### src/rtl/alu_seq_if.sv
// alu_seq_if: request, result and ALU-drive signals of the ALU sequencing front end
interface alu_seq_if #(parameter int DATA_W = 32);
  logic              in_valid;
  logic              in_ready;
  logic [3:0]        in_op;
  logic [DATA_W-1:0] in_a;
  logic [DATA_W-1:0] in_b;
  logic [DATA_W-1:0] alu_a;
  logic [DATA_W-1:0] alu_b;
  logic [3:0]        alu_sel;
  logic [DATA_W-1:0] alu_out;
  logic              out_valid;
  logic              out_ready;
  logic [DATA_W-1:0] out_result;
  logic              out_eqz;
  logic              out_lz;
  modport slave (
    input  in_valid, in_op, in_a, in_b, alu_out, out_ready,
    output in_ready, alu_a, alu_b, alu_sel, out_valid, out_result, out_eqz, out_lz
  );
  modport master (
    output in_valid, in_op, in_a, in_b, alu_out, out_ready,
    input  in_ready, alu_a, alu_b, alu_sel, out_valid, out_result, out_eqz, out_lz
  );
endinterface

### src/rtl/alu_seq_ctrl.sv
// alu_seq_ctrl: sequences one ALU operation per request; shifts run as repeated 1-bit ALU passes
module alu_seq_ctrl #(
  parameter int DATA_W  = 32,
  parameter int SHAMT_W = 5
) (
  input logic        clk,
  input logic        rst,
  alu_seq_if.slave   bus
);
  typedef enum logic [1:0] {IDLE, EXEC, DONE} state_t;
  state_t              state_q, state_d;
  logic [3:0]          op_q, op_d;
  logic [DATA_W-1:0]   b_q, b_d, acc_q, acc_d, result_q, result_d;
  logic [SHAMT_W-1:0]  cnt_q, cnt_d;
  logic                eqz_q, eqz_d, lz_q, lz_d;
  logic                res_ld;
  logic [DATA_W-1:0]   res_nx;
  logic                op_legal, op_shift, in_legal, in_shift;
  assign op_legal = op_q <= 4'd8;
  assign op_shift = op_q >= 4'd6 && op_legal;
  assign in_legal = bus.in_op <= 4'd8;
  assign in_shift = bus.in_op >= 4'd6 && in_legal;
  assign bus.in_ready   = state_q == IDLE;
  assign bus.out_valid  = state_q == DONE;
  assign bus.out_result = result_q;
  assign bus.out_eqz    = eqz_q;
  assign bus.out_lz     = lz_q;
  assign bus.alu_a      = acc_q;
  assign bus.alu_b      = op_shift ? DATA_W'(1) : b_q;
  assign bus.alu_sel    = op_legal ? op_q : 4'd0;
  always_comb begin
    state_d = state_q;
    op_d    = op_q;
    b_d     = b_q;
    acc_d   = acc_q;
    cnt_d   = cnt_q;
    res_ld  = 1'b0;
    res_nx  = bus.alu_out;
    case (state_q)
      IDLE: if (bus.in_valid) begin
        op_d  = bus.in_op;
        b_d   = bus.in_b;
        acc_d = bus.in_a;
        cnt_d = bus.in_b[SHAMT_W-1:0];
        if (!in_legal) begin
          res_ld  = 1'b1;
          res_nx  = '0;
          state_d = DONE;
        end else if (in_shift && bus.in_b[SHAMT_W-1:0] == '0) begin
          res_ld  = 1'b1;
          res_nx  = bus.in_a;
          state_d = DONE;
        end else begin
          state_d = EXEC;
        end
      end
      EXEC: if (op_shift) begin
        acc_d = bus.alu_out;
        cnt_d = cnt_q - SHAMT_W'(1);
        if (cnt_q == SHAMT_W'(1)) begin
          res_ld  = 1'b1;
          state_d = DONE;
        end
      end else begin
        res_ld  = 1'b1;
        state_d = DONE;
      end
      DONE: state_d = bus.out_ready ? IDLE : DONE;
      default: state_d = IDLE;
    endcase
    // flags are captured in the same cycle as the result they describe
    result_d = res_ld ? res_nx : result_q;
    eqz_d    = res_ld ? res_nx == '0 : eqz_q;
    lz_d     = res_ld ? res_nx[DATA_W-1] : lz_q;
  end
  always_ff @(posedge clk or posedge rst) begin
    if (rst) begin
      state_q  <= IDLE;
      op_q     <= '0;
      b_q      <= '0;
      acc_q    <= '0;
      cnt_q    <= '0;
      result_q <= '0;
      eqz_q    <= 1'b0;
      lz_q     <= 1'b0;
    end else begin
      state_q  <= state_d;
      op_q     <= op_d;
      b_q      <= b_d;
      acc_q    <= acc_d;
      cnt_q    <= cnt_d;
      result_q <= result_d;
      eqz_q    <= eqz_d;
      lz_q     <= lz_d;
    end
  end
endmodule

### src/flat_wrapper.sv
// flat-port wrapper written by rule: the top's interface ports become plain ports
module alu_seq_ctrl_flat 
#(
  parameter int DATA_W  = 32,
  parameter int SHAMT_W = 5
)
  (clk, rst, bus_in_valid, bus_in_op, bus_in_a, bus_in_b, bus_alu_out, bus_out_ready, bus_in_ready, bus_alu_a, bus_alu_b, bus_alu_sel, bus_out_valid, bus_out_result, bus_out_eqz, bus_out_lz);
  alu_seq_if #(.DATA_W(DATA_W)) bus_i ();
  input logic clk;
  input logic rst;
  input wire logic [$bits(bus_i.in_valid)-1:0] bus_in_valid;
  input wire logic [$bits(bus_i.in_op)-1:0] bus_in_op;
  input wire logic [$bits(bus_i.in_a)-1:0] bus_in_a;
  input wire logic [$bits(bus_i.in_b)-1:0] bus_in_b;
  input wire logic [$bits(bus_i.alu_out)-1:0] bus_alu_out;
  input wire logic [$bits(bus_i.out_ready)-1:0] bus_out_ready;
  output wire logic [$bits(bus_i.in_ready)-1:0] bus_in_ready;
  output wire logic [$bits(bus_i.alu_a)-1:0] bus_alu_a;
  output wire logic [$bits(bus_i.alu_b)-1:0] bus_alu_b;
  output wire logic [$bits(bus_i.alu_sel)-1:0] bus_alu_sel;
  output wire logic [$bits(bus_i.out_valid)-1:0] bus_out_valid;
  output wire logic [$bits(bus_i.out_result)-1:0] bus_out_result;
  output wire logic [$bits(bus_i.out_eqz)-1:0] bus_out_eqz;
  output wire logic [$bits(bus_i.out_lz)-1:0] bus_out_lz;
  assign bus_i.in_valid = bus_in_valid;
  assign bus_i.in_op = bus_in_op;
  assign bus_i.in_a = bus_in_a;
  assign bus_i.in_b = bus_in_b;
  assign bus_i.alu_out = bus_alu_out;
  assign bus_i.out_ready = bus_out_ready;
  assign bus_in_ready = bus_i.in_ready;
  assign bus_alu_a = bus_i.alu_a;
  assign bus_alu_b = bus_i.alu_b;
  assign bus_alu_sel = bus_i.alu_sel;
  assign bus_out_valid = bus_i.out_valid;
  assign bus_out_result = bus_i.out_result;
  assign bus_out_eqz = bus_i.out_eqz;
  assign bus_out_lz = bus_i.out_lz;
  alu_seq_ctrl #(.DATA_W(DATA_W), .SHAMT_W(SHAMT_W)) u_core (.clk(clk), .rst(rst), .bus(bus_i));
endmodule
### config.mk
export PLATFORM = sky130hd
export DESIGN_NAME = alu_seq_ctrl_flat
export DESIGN_NICKNAME = d
export VERILOG_FILES = /design/src/rtl/alu_seq_if.sv /design/src/rtl/alu_seq_ctrl.sv /design/src/flat_wrapper.sv
export SDC_FILE = /design/constraint.sdc
export NUM_CORES = 1
export LEC_CHECK = 0
export BUFFER_PORTS_ARGS = -buffer_cell sky130_fd_sc_hd__buf_2
export CORE_ASPECT_RATIO = 0.9
export CORE_MARGIN = 10
export CORE_UTILIZATION = 40
export DETAILED_ROUTE_END_ITERATION = 12
export PLACE_DENSITY = 0.68
export SYNTH_ARGS = -nofsm -noshare
export SYNTH_HDL_FRONTEND = slang
export SYNTH_SLANG_ARGS = --single-unit
export TNS_END_PERCENT = 5
### constraint.sdc
create_clock -name clk -period 3.6 [get_ports clk]
set_input_delay 0.18 -clock clk [delete_from_list [all_inputs] [get_ports clk]]
set_output_delay 0.18 -clock clk [all_outputs]
set_load 0.01 [all_outputs]
==> impl_metrics.yaml <==
yosys:
  synth_top_family_by_area: "simple AND/OR/NAND/NOR gates"
  yosysWarnings: 0
  synth-seq-cells: 108
  synth_compound_area_share_pct: 14.4
  synthAdderAreaFrac_pct: 0.480
  synth_top_area_share_pct: 51.8
  synth_largest_area_cell: "dfrtp_1"
  syn_inst: 578
  synth.avg_cell_area_um2: 9.02
  synth_fp_nets: 684
  yosysSeqAreaShare_pct: 51.8
  synthMuxAreaShare_pct: 7.22
  synth-xor-area-share_pct: 0
  synth_area_um2: 5210
  synth_simple_gate_area_share_pct: 22.7
  synthTopCellsByArea: "dfrtp_1 (52%), nand2_1 (15%), o21ai_0 (6.6%), mux2i_1 (6.1%), o2bb2ai_1 (4.4%)"
  ys_types: 34
floorplanning:
  pin_count: 208
  start_util_pct: 40.9
  fp.dieW_um: 140
  dieArea_um2: 18000
  die_h_um: 128
  core_area_um2: 12700
  std_cell_rows: 39
critical_path:
  cp_slowest_cell: "and2_2"
  reg2reg_slack_ns: 0.78
  cpLargestDelayFamily: "simple AND/OR/NAND/NOR gates"
  cp_max_fo: 61
  r2r_start: "u_core.op_q[2]"
  path_class: "register to register"
  cp_cell_sequence: "nor4b_1 -> a21oi_2 -> o21ai_0 -> and2_2 -> mux2_2"
  crit_path_start_kind: "register"
  slowest_delay_ns: 0.85
  cp.required_ns: 3.83
  endpoint_kind: "register"
  timing.rr.end: "u_core.bus.out_result[28]"
  critPathBufInv: 0
  cp.arrival_ns: 3.06
  reg2reg_depth: 5
grt:
  overflow: 0
  antenna_found_initial: 0
  grt_usage_pct: 17.8
  grt_first_pass_wirelength_mm: 26.3
  first_global_vias: 4917
  grt_max_degree: 62
flow_run:
  maxCapViolCount: 0
place:
  post-dp-hpwl_mm: 12.6
  place_congestion: 0.840
  dp.cells: 919
  place_area_um2: 6420
  port_buffers: 207
cts:
  clk_pin_slew_ns: 0.07
  postCtsSetupBuffers: 0
  root_buffer: "clkbuf_16"
  cts_buffers: 9
  cts_resized: 0
  clock_path_buffers: 2
  clkLatencyLatePin_ns: 0.35
  clock-sinks: 108
  ctsHtreeMaxLevel: 3
  ctsHoldBuffers: 1
  tritoncts: "yes"
route:
  wire_per_inst_um: 17.7
  vias: 4765
  viasPerCell: 5.09
  first_iter_violations: 343
  drc_errors: 0
  final_antenna_net_count: 0
  dr.pass1.iters: 5
  wirelength_mm: 16.6
min_path:
  hold_depth: 3
  hp-class: "primary input to register"
  worst_hold_startpoint: "bus_in_b[7]"
  hold_end: "u_core.b_q[7]"
timing:
  fin_crit_sh_pct: 78.4
  maxSlewViolCount: 0
  fin_tns_setup_ns: 0
  min_period_ns: 2.82
  report.final.hold_viol_count: 0
  fmax_ghz: 0.354
  skew_ns: 0.00631
  tightestPinTransition_ns: 1.29
  rsz0062_at_grt: "false"
  setup_viol: 0
  relSlewSlack_pct: 14.0
finish:
  antenna_cells: 0
  drive_gt1_share_pct: 32.4
  fin_nets: 873
  fin_area_um2: 6710
  final_cells: 936
  fillerInstances: 1168
  areaGrowthSynthToFinish_pct: 28.7
  final_cell_mix: "nand2_1 (207), buf_2 (207), dfrtp_1 (108), o21ai_0 (69), mux2i_1 (32)"
power:
  vdd_drop_max_mv: 0.400
  leakagePower_nw: 3.40
  pwr_density_cell_nw_per_um2: 835
run_status:
  status: "finished clean"
routing by layer:
metal,GRT usage [%],vias up,share of wire (%)
met5,0,-,0
met4,6.31,0,1.5
met3,4.74,20,5.7
met2,30.4,137,51
met1,21.1,2286,42
li1,-,2322,-
state kept, by name, indices dropped and copies added (netlist names):
name / cells
u_core.bus.out_eqz: 1
u_core.state_q: 2
u_core.bus.out_lz: 1
u_core.op_q: 4
u_core.bus.alu_a: 32
u_core.cnt_q: 5
u_core.b_q: 32
u_core.bus.out_result: 31
worst max-delay path by stage:
| stage | startpoint | endpoint | slack [ns] | cells past startpoint |
|---|---|---|---|---|
| after floorplan | rst | u_core.b_q[0] | 0.57 | 1 |
| after global placement | bus_in_b[0] | u_core.bus.out_eqz | 0.56 | 8 |
| after detailed placement | bus_in_b[0] | u_core.bus.out_eqz | 0.50 | 8 |
| after CTS | u_core.op_q[2] | u_core.bus.out_result[28] | 0.84 | 5 |
| after global routing | u_core.op_q[2] | u_core.bus.out_result[28] | 0.54 | 5 |
| final | u_core.op_q[2] | u_core.bus.out_result[28] | 0.78 | 5 |
cell type report:
cell class                      instances  area [um2]  area share (%)
Inverter                                3        13.8           0.205
Multi-Input combinational cell        428        2380            35.4
Sequential cell                       108        2700            40.3
Timing Repair Buffer                  217        1130            16.8
Tap cell                              164         205            3.06
Clock buffer                           10         239            3.56
Clock inverter                          6        46.3           0.690
Yosys cell counts, drive strengths merged:
cell type    n
o2111ai      2
o21ai       69
ha           2
nor2b        5
and2        33
a22oi        2
buf          5
a2bb2oi      4
o311ai       1
dfrtp      108
a21oi        7
nor2        10
nand4        5
mux2         5
clkbuf      34
nor3         1
nand2      207
inv          3
nor4b        2
nor3b        3
mux2i       32
nor4         1
o2bb2ai     26
o31ai        4
o32ai        1
or4          4
nand2b       2
cell families after synthesis:
| group | count (synthesis) |
|---|---|
| compound gates | 116 |
| mux | 37 |
| flops | 108 |
| buf+inv | 42 |
| fa+ha+maj | 2 |
| simple gates | 273 |
through the flow:
step           setup slack (ns)  total power (W)  utilization (%)  hold slack [ns]
4_1_cts                   0.843          0.00569             52.7        0.0000399
5_1_grt                   0.536          0.00606             52.7          0.00334
3_3_place_gp              0.561          0.00462             50.4            0.287
3_5_place_dp              0.499          0.00471             50.4            0.298
6_report                  0.777          0.00560             52.7           0.0153
2_1_floorplan             0.574          0.00359                -            0.285
power by group:
part           internal [W]  switching, W
clock              0.000494      0.000472
sequential          0.00179      0.000336
combinational       0.00101       0.00150
worst reg2reg max path: cells and delay by family (launching register included):
kind	cells	cell delay [ns]
AO/OA/AOI/OAI	2	0.42
flip-flops	1	0.42
multiplexers	1	0.43
AND/OR/NAND/NOR	2	1.44
(Power assumes the default switching activity.)
